`config.mk`:
```
export PLATFORM = sky130hd
export DESIGN_NAME = lsu_mem_initiator_flat
export DESIGN_NICKNAME = d
export VERILOG_FILES = /design/src/rtl/lsu_mem_initiator_if.sv /design/src/rtl/lsu_mem_initiator.sv /design/src/flat_wrapper.sv
export SDC_FILE = /design/constraint.sdc
export NUM_CORES = 1
export LEC_CHECK = 0
export ABC_AREA = 0
export CORE_AREA = 8 8 175 177
export DETAILED_ROUTE_END_ITERATION = 6
export DIE_AREA = 0 0 183 185
export PLACE_DENSITY = 0.94
export SYNTH_ARGS = -nofsm -noshare
export SYNTH_HDL_FRONTEND = slang
export SYNTH_SLANG_ARGS = --single-unit
```
`constraint.sdc`:
```
create_clock -name clk -period 23.3 [get_ports clk]
set_input_delay 6.99 -clock clk [delete_from_list [all_inputs] [get_ports clk]]
set_output_delay 6.99 -clock clk [all_outputs]
set_load 0.01 [all_outputs]
```
`src/rtl/lsu_mem_initiator_if.sv`:
```
// Memory-side bus between the load/store unit (master) and the 64-bit-word main memory (slave).
interface lsu_mem_initiator_if;
    logic        mem_read;
    logic        mem_write;
    logic [63:0] mem_addr;
    logic [63:0] mem_wdata;
    logic [63:0] mem_rdata;

    modport master (
        output mem_read,
        output mem_write,
        output mem_addr,
        output mem_wdata,
        input  mem_rdata
    );

    modport slave (
        input  mem_read,
        input  mem_write,
        input  mem_addr,
        input  mem_wdata,
        output mem_rdata
    );
endinterface

```
`src/rtl/lsu_mem_initiator.sv`:
```
// Memory-stage load/store initiator: alignment/funct3 checks, load extraction, sub-doubleword RMW stores.
// Optional: define LSU_RANGE_CHECK_EN to reject doubleword indices >= DEPTH with err_code 10.
module lsu_mem_initiator #(
    parameter int DEPTH      = 32,
    parameter int IDX_W      = 5,
    parameter int MEM_RD_LAT = 1
) (
    input  logic        clk,
    input  logic        rst,
    input  logic        start,
    input  logic        is_load,
    input  logic        is_store,
    input  logic [2:0]  funct3,
    input  logic [63:0] base,
    input  logic [63:0] imm,
    input  logic [63:0] rs2_data,
    output logic        busy,
    output logic        done,
    output logic [1:0]  err_code,
    output logic [63:0] load_data,
    lsu_mem_initiator_if.master mem
);

    localparam int CNT_W = (MEM_RD_LAT > 1) ? $clog2(MEM_RD_LAT) : 1;

    localparam logic [2:0] S_IDLE    = 3'd0;
    localparam logic [2:0] S_RD_REQ  = 3'd1;
    localparam logic [2:0] S_RD_WAIT = 3'd2;
    localparam logic [2:0] S_WR      = 3'd3;
    localparam logic [2:0] S_DONE    = 3'd4;
    localparam logic [2:0] S_ERR     = 3'd5;

    logic [2:0]       state;
    logic [IDX_W+2:0] ea_q;
    logic [2:0]       f3_q;
    logic             store_q;
    logic [63:0]      rs2_q;
    logic [63:0]      rbuf_q;
    logic [63:0]      load_data_q;
    logic [CNT_W-1:0] cnt_q;
    logic [1:0]       err_q;

    logic [63:0] ea;
    logic        illegal;
    logic        misaligned;
    logic        out_of_range;
    logic        unused_ea_hi;

    assign ea = base + imm;
    assign unused_ea_hi = &{1'b0, ea[63:IDX_W+3]};

`ifdef LSU_RANGE_CHECK_EN
    assign out_of_range = (ea[63:3] >= 61'(DEPTH));
`else
    assign out_of_range = 1'b0;
`endif

    // NOTE: every always_comb output gets a default first so no path can infer a latch.
    always_comb begin
        illegal    = (is_load == is_store) || (is_load && funct3 == 3'b111) || (is_store && funct3[2]);
        misaligned = 1'b0;
        case (funct3[1:0])
            2'b01:   misaligned = ea[0];
            2'b10:   misaligned = |ea[1:0];
            2'b11:   misaligned = |ea[2:0];
            default: misaligned = 1'b0;
        endcase
    end

    // Load field extraction works straight off the returning doubleword.
    logic [63:0] rd_shift;
    logic [63:0] load_ext;

    always_comb begin
        rd_shift = mem.mem_rdata >> {ea_q[2:0], 3'b000};
        case (f3_q)
            3'b000:  load_ext = {{56{rd_shift[7]}},  rd_shift[7:0]};
            3'b001:  load_ext = {{48{rd_shift[15]}}, rd_shift[15:0]};
            3'b010:  load_ext = {{32{rd_shift[31]}}, rd_shift[31:0]};
            3'b100:  load_ext = {56'd0, rd_shift[7:0]};
            3'b101:  load_ext = {48'd0, rd_shift[15:0]};
            3'b110:  load_ext = {32'd0, rd_shift[31:0]};
            default: load_ext = rd_shift;
        endcase
    end

    // Store merge: an sd has a full mask at lane 0, so it degenerates to rs2 unchanged.
    logic [63:0] size_mask;
    logic [63:0] lane_mask;
    logic [63:0] merged;

    always_comb begin
        case (f3_q[1:0])
            2'b00:   size_mask = 64'h0000_0000_0000_00FF;
            2'b01:   size_mask = 64'h0000_0000_0000_FFFF;
            2'b10:   size_mask = 64'h0000_0000_FFFF_FFFF;
            default: size_mask = 64'hFFFF_FFFF_FFFF_FFFF;
        endcase
        lane_mask = size_mask << {ea_q[2:0], 3'b000};
        merged    = (rbuf_q & ~lane_mask) | ((rs2_q << {ea_q[2:0], 3'b000}) & lane_mask);
    end

    // NOTE: sequential state uses non-blocking assignments so every register samples pre-edge values.
    always_ff @(posedge clk) begin
        if (rst) begin
            state   <= S_IDLE;
            ea_q    <= '0;
            f3_q    <= '0;
            store_q <= 1'b0;
            rs2_q   <= '0;
            rbuf_q  <= '0;
            cnt_q   <= '0;
            err_q   <= 2'b00;
            // An abort keeps the last completed load result; a reset from idle clears it.
            if (state != S_IDLE) load_data_q <= load_data_q;
            else                 load_data_q <= '0;
        end else begin
            case (state)
                S_IDLE: begin
                    if (start) begin
                        ea_q    <= ea[IDX_W+2:0];
                        f3_q    <= funct3;
                        store_q <= is_store;
                        rs2_q   <= rs2_data;
                        if (illegal) begin
                            err_q <= 2'b11;
                            state <= S_ERR;
                        end else if (misaligned) begin
                            err_q <= 2'b01;
                            state <= S_ERR;
                        end else if (out_of_range) begin
                            err_q <= 2'b10;
                            state <= S_ERR;
                        end else if (is_store && funct3 == 3'b011) begin
                            err_q <= 2'b00;
                            state <= S_WR;
                        end else begin
                            err_q <= 2'b00;
                            state <= S_RD_REQ;
                        end
                    end
                end
                S_RD_REQ: begin
                    cnt_q <= CNT_W'(MEM_RD_LAT - 1);
                    state <= S_RD_WAIT;
                end
                S_RD_WAIT: begin
                    if (cnt_q != '0) begin
                        cnt_q <= cnt_q - 1'b1;
                    end else begin
                        rbuf_q <= mem.mem_rdata;
                        if (store_q) begin
                            state <= S_WR;
                        end else begin
                            load_data_q <= load_ext;
                            state       <= S_DONE;
                        end
                    end
                end
                S_WR:    state <= S_DONE;
                S_DONE:  state <= S_IDLE;
                S_ERR:   state <= S_IDLE;
                default: state <= S_IDLE;
            endcase
        end
    end

    logic rd_strobe;
    logic wr_strobe;

    assign rd_strobe = (state == S_RD_REQ) && !rst;
    assign wr_strobe = (state == S_WR) && !rst;

    assign mem.mem_read  = rd_strobe;
    assign mem.mem_write = wr_strobe;
    assign mem.mem_addr  = (rd_strobe || wr_strobe) ? {{(64 - IDX_W){1'b0}}, ea_q[IDX_W+2:3]} : 64'd0;
    assign mem.mem_wdata = wr_strobe ? merged : 64'd0;

    assign busy      = (state != S_IDLE);
    assign done      = (state == S_DONE || state == S_ERR) && !rst;
    assign err_code  = (state == S_ERR && !rst) ? err_q : 2'b00;
    assign load_data = load_data_q;

endmodule

```
`src/flat_wrapper.sv`:
```
// flat-port wrapper written by rule: the top's interface ports become plain ports
module lsu_mem_initiator_flat 
#(
    parameter int DEPTH      = 32,
    parameter int IDX_W      = 5,
    parameter int MEM_RD_LAT = 1
)
  (clk, rst, start, is_load, is_store, funct3, base, imm, rs2_data, busy, done, err_code, load_data, mem_mem_read, mem_mem_write, mem_mem_addr, mem_mem_wdata, mem_mem_rdata);
  lsu_mem_initiator_if mem_i ();
  input  logic clk;
  input  logic rst;
  input  logic start;
  input  logic is_load;
  input  logic is_store;
  input  logic [2:0] funct3;
  input  logic [63:0] base;
  input  logic [63:0] imm;
  input  logic [63:0] rs2_data;
  output logic busy;
  output logic done;
  output logic [1:0] err_code;
  output logic [63:0] load_data;
  output wire logic [$bits(mem_i.mem_read)-1:0] mem_mem_read;
  output wire logic [$bits(mem_i.mem_write)-1:0] mem_mem_write;
  output wire logic [$bits(mem_i.mem_addr)-1:0] mem_mem_addr;
  output wire logic [$bits(mem_i.mem_wdata)-1:0] mem_mem_wdata;
  input wire logic [$bits(mem_i.mem_rdata)-1:0] mem_mem_rdata;
  assign mem_mem_read = mem_i.mem_read;
  assign mem_mem_write = mem_i.mem_write;
  assign mem_mem_addr = mem_i.mem_addr;
  assign mem_mem_wdata = mem_i.mem_wdata;
  assign mem_i.mem_rdata = mem_mem_rdata;
  lsu_mem_initiator #(.DEPTH(DEPTH), .IDX_W(IDX_W), .MEM_RD_LAT(MEM_RD_LAT)) u_core (.clk(clk), .rst(rst), .start(start), .is_load(is_load), .is_store(is_store), .funct3(funct3), .base(base), .imm(imm), .rs2_data(rs2_data), .busy(busy), .done(done), .err_code(err_code), .load_data(load_data), .mem(mem_i));
endmodule
```
==> results.yml <==
outcome:
  status: "finished, final reports clean"
pwr:
  p_leak_nw: 5.62
  peakVddDrop_v: 0.0000552
  p_total_mw: 1.67
  p_per_area_mw_per_mm2: 104
cells_and_area:
  fin_util_pct: 57.1
  fin_area_mm2: 0.0160
  synthToLayoutAreaGrowth_pct: 27.0
  layout-drive-gt1-share_pct: 7.97
  fillers: 2519
  nets: 1989
  instances_no_fill: 2118
setup_path:
  crit_required_ps: 16310
  worstSetupPathType: "in -> out"
  path_max_fanout: 131
  rrSetupSlack_ps: 19150
  cp-end-kind: "output port"
  critPathArrivalTime_ps: 10040
  start_kind: "primary input"
clock_network:
  clkTransAtPathRegs_ps: 60
  cts_tree: "built"
  htree_levels: 1
  clock_path_buffers: 3
  clk_latency_ps: 540
  clock-root-buffer: "clkbuf_16"
  cts.repair.resized: 0
  clock-sinks: 209
  hold_buffers: 0
  post_cts_buffers: 0
  cts_made_buffers: 23
floorplan:
  die-height_um: 185
  start_util_pct: 44.9
  die_x_um: 183
  dieArea_mm2: 0.0339
  fp.coreArea_mm2: 0.0281
  num_rows: 62
  io_pins: 462
detailed_routing:
  via_per_inst: 5.86
  route.final.wire_length_um: 47700
  drtAntennaViolNets: 0
  dr_total_vias: 12400
  wl_per_cell_um: 22.5
  dr.pass1.iters: 6
  drtIter0Drc: 1467
  drc: 0
placed_design:
  post-place-cells: 2076
  place_area_mm2: 0.0153
  post-place-ws_ps: 6350
  io_buffers: 290
  dp_hpwl_um: 35500
  gp_congestion: 0.960
yosys:
  synth-main-ff-cell: "dfxtp_1"
  netlist_area_mm2: 0.0126
  yosysWarnings: 0
  synth_cell_type_count: 65
  synth_top_area_share_pct: 23.0
  async_flop_share_pct: 0
  netlist_instances: 1520
  yosysSeqAreaShare_pct: 38.2
  synth_most_common_cell: "nand2_1"
  syn_avg_cell_area_um2: 8.30
  synthTopCellsByCount: "394 x nand2_1, 246 x a21oi_1, 145 x dfxtp_1"
  synth_seq_cells: 209
  synth_edf_count: 64
  synth.area.top_cells: "dfxtp_1 23%, edfxtp_1 15%, nand2_1 12%"
  synth.largest_area_cell: "dfxtp_1"
timing:
  report.final.slew_viol_count: 0
  setup_viol: 0
  fin_skew_ps: 24.2
  whs_ps: 458
  fin_tns_setup_ps: 0
  fin_crit_ps: 17030
  fin_crit_sh_pct: 73.1
  slew_headroom_pct: 11.3
  fmax_mhz: 58.7
  hold_viol: 0
  worstMarginPinSlew_ps: 1330
  rsz0062_at_grt: "false"
  worst_slack_ps: 6270
grt:
  grt_pass1_vias: 11800
  grt_pass1_wl_um: 70300
  grt_max_degree: 132
  grt.overflow.total: 0
  grt_antenna_before_repair: 4
  grt_use_total_pct: 26.6
hold_path:
  hold_path.class: "reg -> reg"
job:
  cap_violations: 0
## cells by family after synthesis
| group | synth area share, % |
|---|---|
| multiplexers | 14.2 |
| adder cells (fa/ha/maj) | 0.853 |
| other | 0.0297 |
| AND/OR/NAND/NOR | 17.6 |
| AO/OA/AOI/OAI | 20.1 |
| buffers and inverters | 8.77 |
| flip-flops | 38.2 |
| XOR/XNOR | 0.278 |
## routing by layer
layer  wire length [µm]  global-route usage [%]  vias up
met5                 12                       0        -
met4               2620                    14.2        2
met3               5430                    6.16      135
met2              21500                    42.0      840
met1              18100                    33.4     5811
li1                   -                       -     5615
## area by class of cell
| type | count | area (µm²) | area share [%] |
|---|---|---|---|
| Multi-Input combinational cell | 1170 | 6930 | 43.3 |
| Clock inverter | 6 | 48.8 | 0.304 |
| Antenna cell | 3 | 7.51 | 0.0468 |
| Sequential cell | 209 | 4830 | 30.2 |
| Inverter | 10 | 37.5 | 0.234 |
| Tap cell | 384 | 480 | 3.00 |
| Clock buffer | 33 | 686 | 4.28 |
| Timing Repair Buffer | 303 | 3000 | 18.7 |
## layout by cell type (no fill, tap or decap), types with 18 or more instances in the layout
master	Yosys	final
a211o_1	18	18
a211oi_1	31	31
a21oi_1	246	246
clkbuf_16	0	23
clkdlybuf4s50_1	0	289
conb_1	1	59
dfxtp_1	145	142
edfxtp_1	64	64
mux2_2	26	26
mux2i_1	84	84
mux4_2	29	29
nand2_1	394	391
nor2_1	97	97
o21ai_0	22	22
## final timing paths
check	from	endpoint	cells after the start
max	rst	mem_mem_wdata[47]	8
min	u_core.rs2_q[62]$_SDFFE_PP0P_	u_core.rs2_q[62]$_SDFFE_PP0P_	2
max reg2reg	u_core.ea_q[1]$_SDFFE_PP0P_	u_core.load_data[18]$_SDFFCE_PP0P_	6
min reg2reg	u_core.rs2_q[62]$_SDFFE_PP0P_	u_core.rs2_q[62]$_SDFFE_PP0P_	2
## sequential cells by signal, summed over array words and instances (netlist names)
name / cells
u_core.ea_q: 8
u_core.err_q: 2
u_core.f3_q: 3
u_core.load_data: 64
u_core.rbuf_q: 64
u_core.rs2_q: 64
u_core.state: 3
u_core.store_q: 1
## critical path: stages
cell,delay (ps)
buf_6,680
nor2_1,310
and2_1,280
nand2_2,70
buf_4,480
clkinv_1,420
o211a_1,240
clkdlybuf4s50_1,490
## where the power goes
group          internal [mW]  total (mW)  switching [mW]
clock network          0.205       0.356           0.152
logic                  0.296       0.733           0.437
registers              0.502       0.580          0.0777
No activity file was read; power rests on OpenSTA's default activity.
